===== src/rtl/ps2_scan.sv =====
// PS/2 keyboard front end: pin sync, clock filter, frame deframer, prefix fold, event FIFO.
// Define PS2_TIMEOUT_EN to build the mid-frame stall timeout.
`timescale 1ns/1ps

module ps2_scan #(
  parameter int FILTER  = 4,
  parameter int DEPTH   = 4,
  parameter int TIMEOUT = 7000
) (
  input  logic       clock,
  input  logic       reset,
  input  logic       ce,
  input  logic [1:0] ps2,
  output logic       valid,
  output logic [7:0] code,
  output logic       ext,
  output logic       brk,
  input  logic       rd,
  output logic       perr,
  output logic       ovf
);

  localparam int FW = (FILTER > 1) ? $clog2(FILTER) : 1;
  localparam int AW = $clog2(DEPTH);
  localparam int CW = AW + 1;

  if (FILTER < 1 || FILTER > 15 || DEPTH < 2 || DEPTH > 16 ||
      (DEPTH & (DEPTH - 1)) != 0 || TIMEOUT < 1) begin : g_bad
    $error("ps2_scan: parameter out of range");
  end

  typedef enum logic [1:0] {
    IDLE,
    DATA,
    PARITY,
    STOP
  } state_t;

  logic [1:0]    clk_s;
  logic [1:0]    dat_s;
  logic          sclk;
  logic          sdat;
  logic          filt;
  logic [FW-1:0] fcnt;
  logic          flip;
  logic          fall;

  state_t        state;
  logic [2:0]    bcnt;
  logic [7:0]    sr;
  logic          par;
  logic          done;
  logic          perr_q;
  logic          tmo;

  logic          ext_f;
  logic          brk_f;
  logic          push_q;
  logic [9:0]    ev;

  logic [9:0]    mem [DEPTH];
  logic [AW-1:0] wp;
  logic [AW-1:0] rp;
  logic [CW-1:0] cnt;
  logic          ovf_q;
  logic          full;
  logic          push;
  logic          pop;
  logic          wr;

  assign sclk = clk_s[1];
  assign sdat = dat_s[1];

  // two-flop synchronisers on both raw pins, every clock
  always_ff @(posedge clock or negedge reset) begin
    if (!reset) begin
      clk_s <= 2'b11;
      dat_s <= 2'b11;
    end else begin
      clk_s <= {clk_s[0], ps2[0]};
      dat_s <= {dat_s[0], ps2[1]};
    end
  end

  assign flip = (sclk != filt) && (fcnt == FW'(FILTER - 1));
  assign fall = ce && flip && filt;

  // clock-line filter: level flips after FILTER differing ce samples
  always_ff @(posedge clock or negedge reset) begin
    if (!reset) begin
      filt <= 1'b1;
      fcnt <= '0;
    end else if (ce) begin
      if (sclk != filt) begin
        if (flip) begin
          filt <= sclk;
          fcnt <= '0;
        end else begin
          fcnt <= fcnt + FW'(1);
        end
      end else begin
        fcnt <= '0;
      end
    end
  end

`ifdef PS2_TIMEOUT_EN
  localparam int TW = $clog2(TIMEOUT + 1);
  logic [TW-1:0] tcnt;

  assign tmo = ce && !fall && (state != IDLE) &&
               (tcnt == TW'(TIMEOUT - 1));

  // stall timer: ce ticks since the last falling edge inside a frame
  always_ff @(posedge clock or negedge reset) begin
    if (!reset) begin
      tcnt <= '0;
    end else if (ce) begin
      if (fall || tmo || state == IDLE) begin
        tcnt <= '0;
      end else begin
        tcnt <= tcnt + TW'(1);
      end
    end
  end
`else
  assign tmo = 1'b0;
`endif

  // frame deframer, advancing on filtered falling edges
  always_ff @(posedge clock or negedge reset) begin
    if (!reset) begin
      state  <= IDLE;
      bcnt   <= '0;
      sr     <= '0;
      par    <= 1'b0;
      done   <= 1'b0;
      perr_q <= 1'b0;
    end else if (ce) begin
      done <= 1'b0;
      if (tmo) begin
        state <= IDLE;
      end else if (fall) begin
        unique case (state)
          IDLE: begin
            if (!sdat) begin
              state <= DATA;
              bcnt  <= '0;
            end
          end
          DATA: begin
            sr   <= {sdat, sr[7:1]};
            bcnt <= bcnt + 3'd1;
            if (bcnt == 3'd7) state <= PARITY;
          end
          PARITY: begin
            par   <= sdat;
            state <= STOP;
          end
          STOP: begin
            if (sdat && (^{sr, par})) done <= 1'b1;
            else perr_q <= 1'b1;
            state <= IDLE;
          end
        endcase
      end
    end
  end

  // prefix folding and event staging on the tick after a good frame
  always_ff @(posedge clock or negedge reset) begin
    if (!reset) begin
      ext_f  <= 1'b0;
      brk_f  <= 1'b0;
      push_q <= 1'b0;
      ev     <= '0;
    end else if (ce) begin
      push_q <= 1'b0;
      if (tmo) begin
        ext_f <= 1'b0;
        brk_f <= 1'b0;
      end else if (done) begin
        unique case (1'b1)
          (sr == 8'hE0 || sr == 8'hE1): ext_f <= 1'b1;
          (sr == 8'hF0): brk_f <= 1'b1;
          (sr == 8'hFA || sr == 8'hAA || sr == 8'hEE ||
           sr == 8'hFE || sr == 8'hFC): begin
            ext_f <= 1'b0;
            brk_f <= 1'b0;
          end
          default: begin
            push_q <= 1'b1;
            ev     <= {ext_f, brk_f, sr};
            ext_f  <= 1'b0;
            brk_f  <= 1'b0;
          end
        endcase
      end
    end
  end

  assign full = (cnt == CW'(DEPTH));
  assign push = ce && push_q;
  assign pop  = rd && valid;
  assign wr   = push && (!full || pop);

  // event storage, no reset needed behind the count
  always_ff @(posedge clock) begin
    if (wr) mem[wp] <= ev;
  end

  // FIFO pointers, occupancy and overflow flag
  always_ff @(posedge clock or negedge reset) begin
    if (!reset) begin
      wp    <= '0;
      rp    <= '0;
      cnt   <= '0;
      ovf_q <= 1'b0;
    end else begin
      if (wr) wp <= wp + AW'(1);
      if (pop) rp <= rp + AW'(1);
      unique case ({wr, pop})
        2'b10:   cnt <= cnt + CW'(1);
        2'b01:   cnt <= cnt - CW'(1);
        default: cnt <= cnt;
      endcase
      if (push && full && !pop) ovf_q <= 1'b1;
    end
  end

  assign valid = (cnt != '0);
  assign code  = valid ? mem[rp][7:0] : 8'h00;
  assign brk   = valid ? mem[rp][8] : 1'b0;
  assign ext   = valid ? mem[rp][9] : 1'b0;
  assign perr  = perr_q;
  assign ovf   = ovf_q;

endmodule


===== config.mk =====
export PLATFORM = sky130hd
export DESIGN_NAME = ps2_scan
export DESIGN_NICKNAME = d
export VERILOG_FILES = /design/src/rtl/ps2_scan.sv
export SDC_FILE = /design/constraint.sdc
export NUM_CORES = 1
export LEC_CHECK = 0
export BUFFER_PORTS_ARGS = -buffer_cell sky130_fd_sc_hd__buf_2
export CORE_ASPECT_RATIO = 1.4
export CORE_MARGIN = 4
export CORE_UTILIZATION = 60
export DETAILED_ROUTE_END_ITERATION = 7
export MAX_ROUTING_LAYER = met4
export PLACE_DENSITY_LB_ADDON = 0.2
export SLEW_MARGIN = 30
export SYNTH_ARGS = -nofsm -noshare
export SYNTH_HDL_FRONTEND = slang
export SYNTH_SLANG_ARGS = --single-unit

===== constraint.sdc =====
create_clock -name clock -period 4 [get_ports clock]
set_input_delay 0.4 -clock clock [delete_from_list [all_inputs] [get_ports clock]]
set_output_delay 0.4 -clock clock [all_outputs]
set_load 0.01 [all_outputs]

# After elaboration in Yosys (flattened, before gate mapping)
# Memory sizes are Yosys's and may differ from the RTL's.
# Index checks and enable logic that the tools add are counted.
[op_classes] eq_ne=19 bitwise_logic=4 n_reduce_logical=32 n_addsub=6 mux=20
[op_table] op="$eq A8 B8 Y1 const B" count=8
[op_table] op="$reduce_and A3 Y1" count=6
[op_table] op="$pmux W3 S2" count=2
[op_table] op="$reduce_and A4 Y1" count=3
[op_table] op="$logic_and A1 B1 Y1" count=9
[op_table] op="$mux W1" count=9
[op_table] op="$reduce_xor A9 Y1" count=1
[op_table] op="$eq A2 B2 Y1 const B" count=4
[op_table] op="$mux W2" count=4
[op_table] op="$mux W8" count=1
[op_table] op="$pmux W2 S4" count=1
[op_table] op="$add A2 B1 Y2 const B" count=3
[op_table] op="$add A3 B1 Y3 const B" count=2
[op_table] op="$eq A3 B3 Y1 const B" count=2
[op_table] op="$logic_or A1 B1 Y1" count=6
[op_table] op="$eq A2 B1 Y1 const B" count=2
[op_table] op="$ne A2 B2 Y1 const B" count=2
[op_table] op="$not A1 Y1" count=4
[op_table] op="$pmux W1 S2" count=2
[op_table] op="$reduce_bool A2 Y1" count=2
[op_table] op="$mux W3" count=1
[op_table] op="$reduce_bool A3 Y1" count=1
[op_table] op="$reduce_or A3 Y1" count=1
[op_table] op="$sub A3 B1 Y3 const B" count=1
[op_table] op="other kinds (3)" count=4
[word_totals] ramBits=40 wordCells=100 n_memories=1 regBits=44
[memory_table] name="mem" depth=4 word_bits=10 rd=1 rd_ports_with_merged_regs=0 write_ports=1 line_no="61" source="logic [9:0] mem [DEPTH];"

# Depth between registers and ports, before layout
[logic_depth] ltp_word=8 mapped_depth=10 ltp_nobuf=9

# Worst setup path after synthesis
# OpenSTA, ideal clock, no wires.
[synth_path] path_kind="register to register" start="register cnt[1]" end="register cnt[2]" arrival_time_ns=1.941 n_path_buf=0 setup_ns=0.079 required_ns=3.921 setup_slack_ns=1.980 path_stages_with_launch=10 cell_sequence="dfrtp_1 > nor4b_1 > nor2_1 > inv_1 > ha_1 > inv_1 > fa_1 > xor2_1 > nor2_1 > xor2_1"
[synth_between] elab_chain_cells=6
[synth_lines] element="start: declaration" line_no="64" source="logic [CW-1:0] cnt;"
[synth_lines] element="start signal: assignment" line_no="223" source="2'b10: cnt <= cnt + CW'(1);"
[synth_lines] element="start signal: assignment" line_no="224" source="2'b01: cnt <= cnt - CW'(1);"
[synth_lines] element="start signal: assignment" line_no="225" source="default: cnt <= cnt;"
[synth_lines] element="$eq A3 B3 Y1 or $reduce_bool A3 Y1 (tied branches)" line_no="202, 231"
[synth_lines] element="$logic_not A1 Y1 or $logic_and A1 B1 Y1 (tied branches)" line_no="205, 204"
[synth_lines] element="$logic_or A1 B1 Y1" line_no="205" source="assign wr = push && (!full || pop);"
[synth_lines] element="$logic_and A1 B1 Y1" line_no="205"
[synth_lines] element="$eq A2 B1 Y1 or $eq A2 B2 Y1 (tied branches)" line_no="222" source="unique case ({wr, pop})"
[synth_lines] element="$pmux W3 S2 or $reduce_bool A2 Y1 (tied branches)"
# Several ways; a longest one is shown, not always the timed one.
# A chain may end at the register's enable or synchronous reset.

# Worst setup path after layout
[layout_path] start="register rp[0]" end="output code[1]"
[layout_between] elab_chain_cells=2
[layout_lines] element="start: declaration" line_no="63" source="logic [AW-1:0] rp;"
[layout_lines] element="start signal: assignment" line_no="221" source="if (pop) rp <= rp + AW'(1);"
[layout_lines] element="$mem_v2 Z4 W10"
[layout_lines] element="$mux W8" line_no="232" source="assign code = valid ? mem[rp][7:0] : 8'h00;"
[layout_lines] element="end: declaration" line_no="15" source="output logic [7:0] code,"
# No other way between the ends.

==> metrics <==
Reg clk slew, reported paths 0.09 ns; final worst setup slack 1.563 ns; post-route ant nets 0; Mapped Cells 225; switching share of power 21.05%; total track usage 17.76%; core area 5863 um^2; die footprint 7350 um^2; global-route wire length before repair 9.308 mm; hold_buf cts 0; worst-path cell chain mux4_2, and2_1, buf_2; fin crit period 2.437 ns; Critical Path AT 2.04 ns; global route overflow 0; Setup Skew 0.01259 ns; drt wl/cell 16.76 um; Synth Cell Area 3616 um^2; # DRC 0; combinational power share 4.3%; Power Internal 1.315 mW; Net Count, Synth 244; DR pass1 iterations 4; final net count 267; critical path type register to output pin; Vias/cell 5.594; yosys warns 0; Reg power frac 56.8%; power share of the clock group 38.9%; RSZ-0062 raised after global routing false; P&R area growth vs syn 10.10%; # H-tree levels 3; Synth cell types 41; Initial Utilization 61.67%; switching power 0.3506 mW; initial antenna violation count 0; FMAX 410.4 MHz; setup bufs post-CTS 0; startpoint types register; Final TNS setup 0 ns; clock latency on the worst-skew pair 0.35 ns; Resize count post-CTS 0; port buffer count 18; DRT iter0 DRCs 97; Die Y-Extent 99.86 um; vias in the first global route 1924; total wire length 5.415 mm; root buffer cell clkbuf_8; pre-CTS setup slack 1.701 ns; layout cells sized above 1 23.72%; Max VDD drop 0.3281 mV; synthesized flop and latch total 84; measured slew at the worst slew-check pin 0.7030 ns; CTS tree yes; Hold Path Class input pin to async pin; DP HPWL 3.730 mm; routability cong. 0.6846; io pins 19; max incr delay on CP 0.80 ns; Slew Viols, Final 0; sequential area share after synthesis 63.84%; FP Rows 33; critical path required time 3.60 ns; status complete, no violations; # setup viols final 0; Worst setup EP type output pin; TritonCTS Sinks 84; DR vias 1807; crit path max-delay cell type dfrtp_1; Tcrit/Tclk final 60.92%; Max Root-Sink Buffers 2; # diodes 0; Rel. slew slack 53.13%; PwrDens 418.3 nW/um^2; largest net degree at the start of global routing 45; Crit Path Max Fanout 12; die width 73.61 um; CTS buffer count 9; number of max-cap violations 0; final hold violation count 0; syn avg cell area 16.07 um^2; Static Leak 1.768 nW
==> state kept, by name, indices dropped and copies added (netlist names) <==
signal and count:
bcnt 3, par 1, brk_f 1, wp 2, dat_s 2, ovf 1, ext_f 1, rp 2
push_q 1, state 2, fcnt 2, perr 1, clk_s 2, filt 1, cnt 3, mem 40
sr 8, ev 10, done 1
==> cells in the final DEF (no fill, tap or decap), types with 4 or more instances in the layout <==
| cell type | n |
|---|---|
| dfstp_2 | 5 |
| dfrtp_1 | 39 |
| ha_1 | 12 |
| inv_1 | 12 |
| buf_2 | 17 |
| mux2_1 | 12 |
| mux4_2 | 10 |
| nand2_1 | 9 |
| edfxtp_1 | 40 |
| xnor2_1 | 8 |
| xor2_1 | 5 |
| nor2_1 | 4 |
| o21ai_1 | 5 |
| and2_1 | 18 |
| clkbuf_8 | 9 |
| mux2_4 | 9 |
==> synthesized netlist by cell type <==
cell,n,area [um^2]
a211oi_1,1,7.510
a21boi_1,1,7.510
a21o_1,2,15.01
a21oi_1,2,10.01
a22o_1,2,17.52
a31o_1,1,8.760
a32o_1,2,20.02
and2_1,18,112.6
and4b_1,1,10.01
buf_2,2,10.01
buf_6,1,11.26
clkbuf_1,3,11.26
dfrtp_1,39,975.9
dfstp_2,5,131.4
edfxtp_1,40,1201
fa_1,1,20.02
ha_1,12,150.1
inv_1,12,45.04
maj3_1,1,10.01
mux2_1,12,135.1
mux2_2,2,22.52
mux2_4,9,135.1
mux2i_1,1,10.01
mux4_2,10,225.2
nand2_1,9,33.78
nand3_1,1,5.000
nand4_1,1,6.260
nor2_1,4,15.01
nor3_1,2,10.01
nor3b_1,1,7.510
nor4b_1,2,17.52
nor4b_2,1,15.01
nor4bb_1,1,10.01
o21ai_0,1,5.000
o21ai_1,5,25.02
o221a_1,1,11.26
o2bb2ai_1,1,8.760
or3_1,1,6.260
xnor2_1,8,70.07
xnor3_1,1,22.52
xor2_1,5,43.79
==> cell families (layout without fill, tap and decap cells) <==
| family | after synthesis | after routing | synth area share (%) |
|---|---|---|---|
| buf+inv | 18 | 46 | 2.145 |
| flops | 84 | 84 | 63.84 |
| fa+ha+maj | 14 | 14 | 4.983 |
| compound gates | 19 | 19 | 3.772 |
| mux | 34 | 34 | 14.60 |
| xor+xnor | 14 | 14 | 3.772 |
| simple gates | 42 | 42 | 6.886 |
==> worst paths after layout <==
path,slack [ns],cells past startpoint,from,to
max,1.56,3,rp[0],code[1]
min,0.02,1,reset,wp[1]
max reg2reg,1.77,9,cnt[1],cnt[2]
min reg2reg,0.36,0,clk_s[0],clk_s[1]
max in group asynchronous,3.58,1,reset,dat_s[1]
min in group clock,0.14,1,ps2[0],clk_s[0]
==> through the flow <==
stage	std cells	hold slack (ns)	area, um^2	power (mW)	utilization, %
global route	323	0.06079	3981	1.734	67.90
detailed placement	307	0.3479	3761	1.037	64.15
finish	323	0.02082	3981	1.665	67.90
floorplan	225	0.1044	3616	1.011	-
CTS	323	0.1313	3979	1.679	67.86
global placement	307	0.3455	3761	1.034	64.15
==> power by group through the flow <==
stage	registers, mW	logic [mW]	clock network, mW
after floorplan	0.959	0.0527	0
after global placement	0.964	0.0701	0
after detailed placement	0.965	0.0724	0
after CTS	0.947	0.0731	0.659
after global routing	0.950	0.0817	0.702
final	0.946	0.0712	0.648
==> critical path: cells and delay by family, from the launching register on <==
kind | cells | cell delay (ns)
buffers and inverters | 1 | 0.13
flip-flops | 1 | 0.80
multiplexers | 1 | 0.58
AND/OR/NAND/NOR | 1 | 0.16
==> metal layers <==
| metal | up-vias | part of all wire [%] | global-route usage (%) |
|---|---|---|---|
| li1 | 865 | - | - |
| met1 | 914 | 43 | 21.22 |
| met5 | - | 0 | - |
| met4 | 0 | 1.8 | 7.113 |
| met3 | 7 | 3.3 | 4.810 |
| met2 | 21 | 52 | 28.42 |
==> final cells by class <==
cell class	instances	area [um^2]
clock buffer	10	127.6
clock inverter	6	90.09
fill	421	1882
inverter	12	45.04
multi-input combinational	123	1230
sequential	84	2308
tap	70	87.58
timing repair buffer	18	92.59
(Power assumes the default switching activity.)
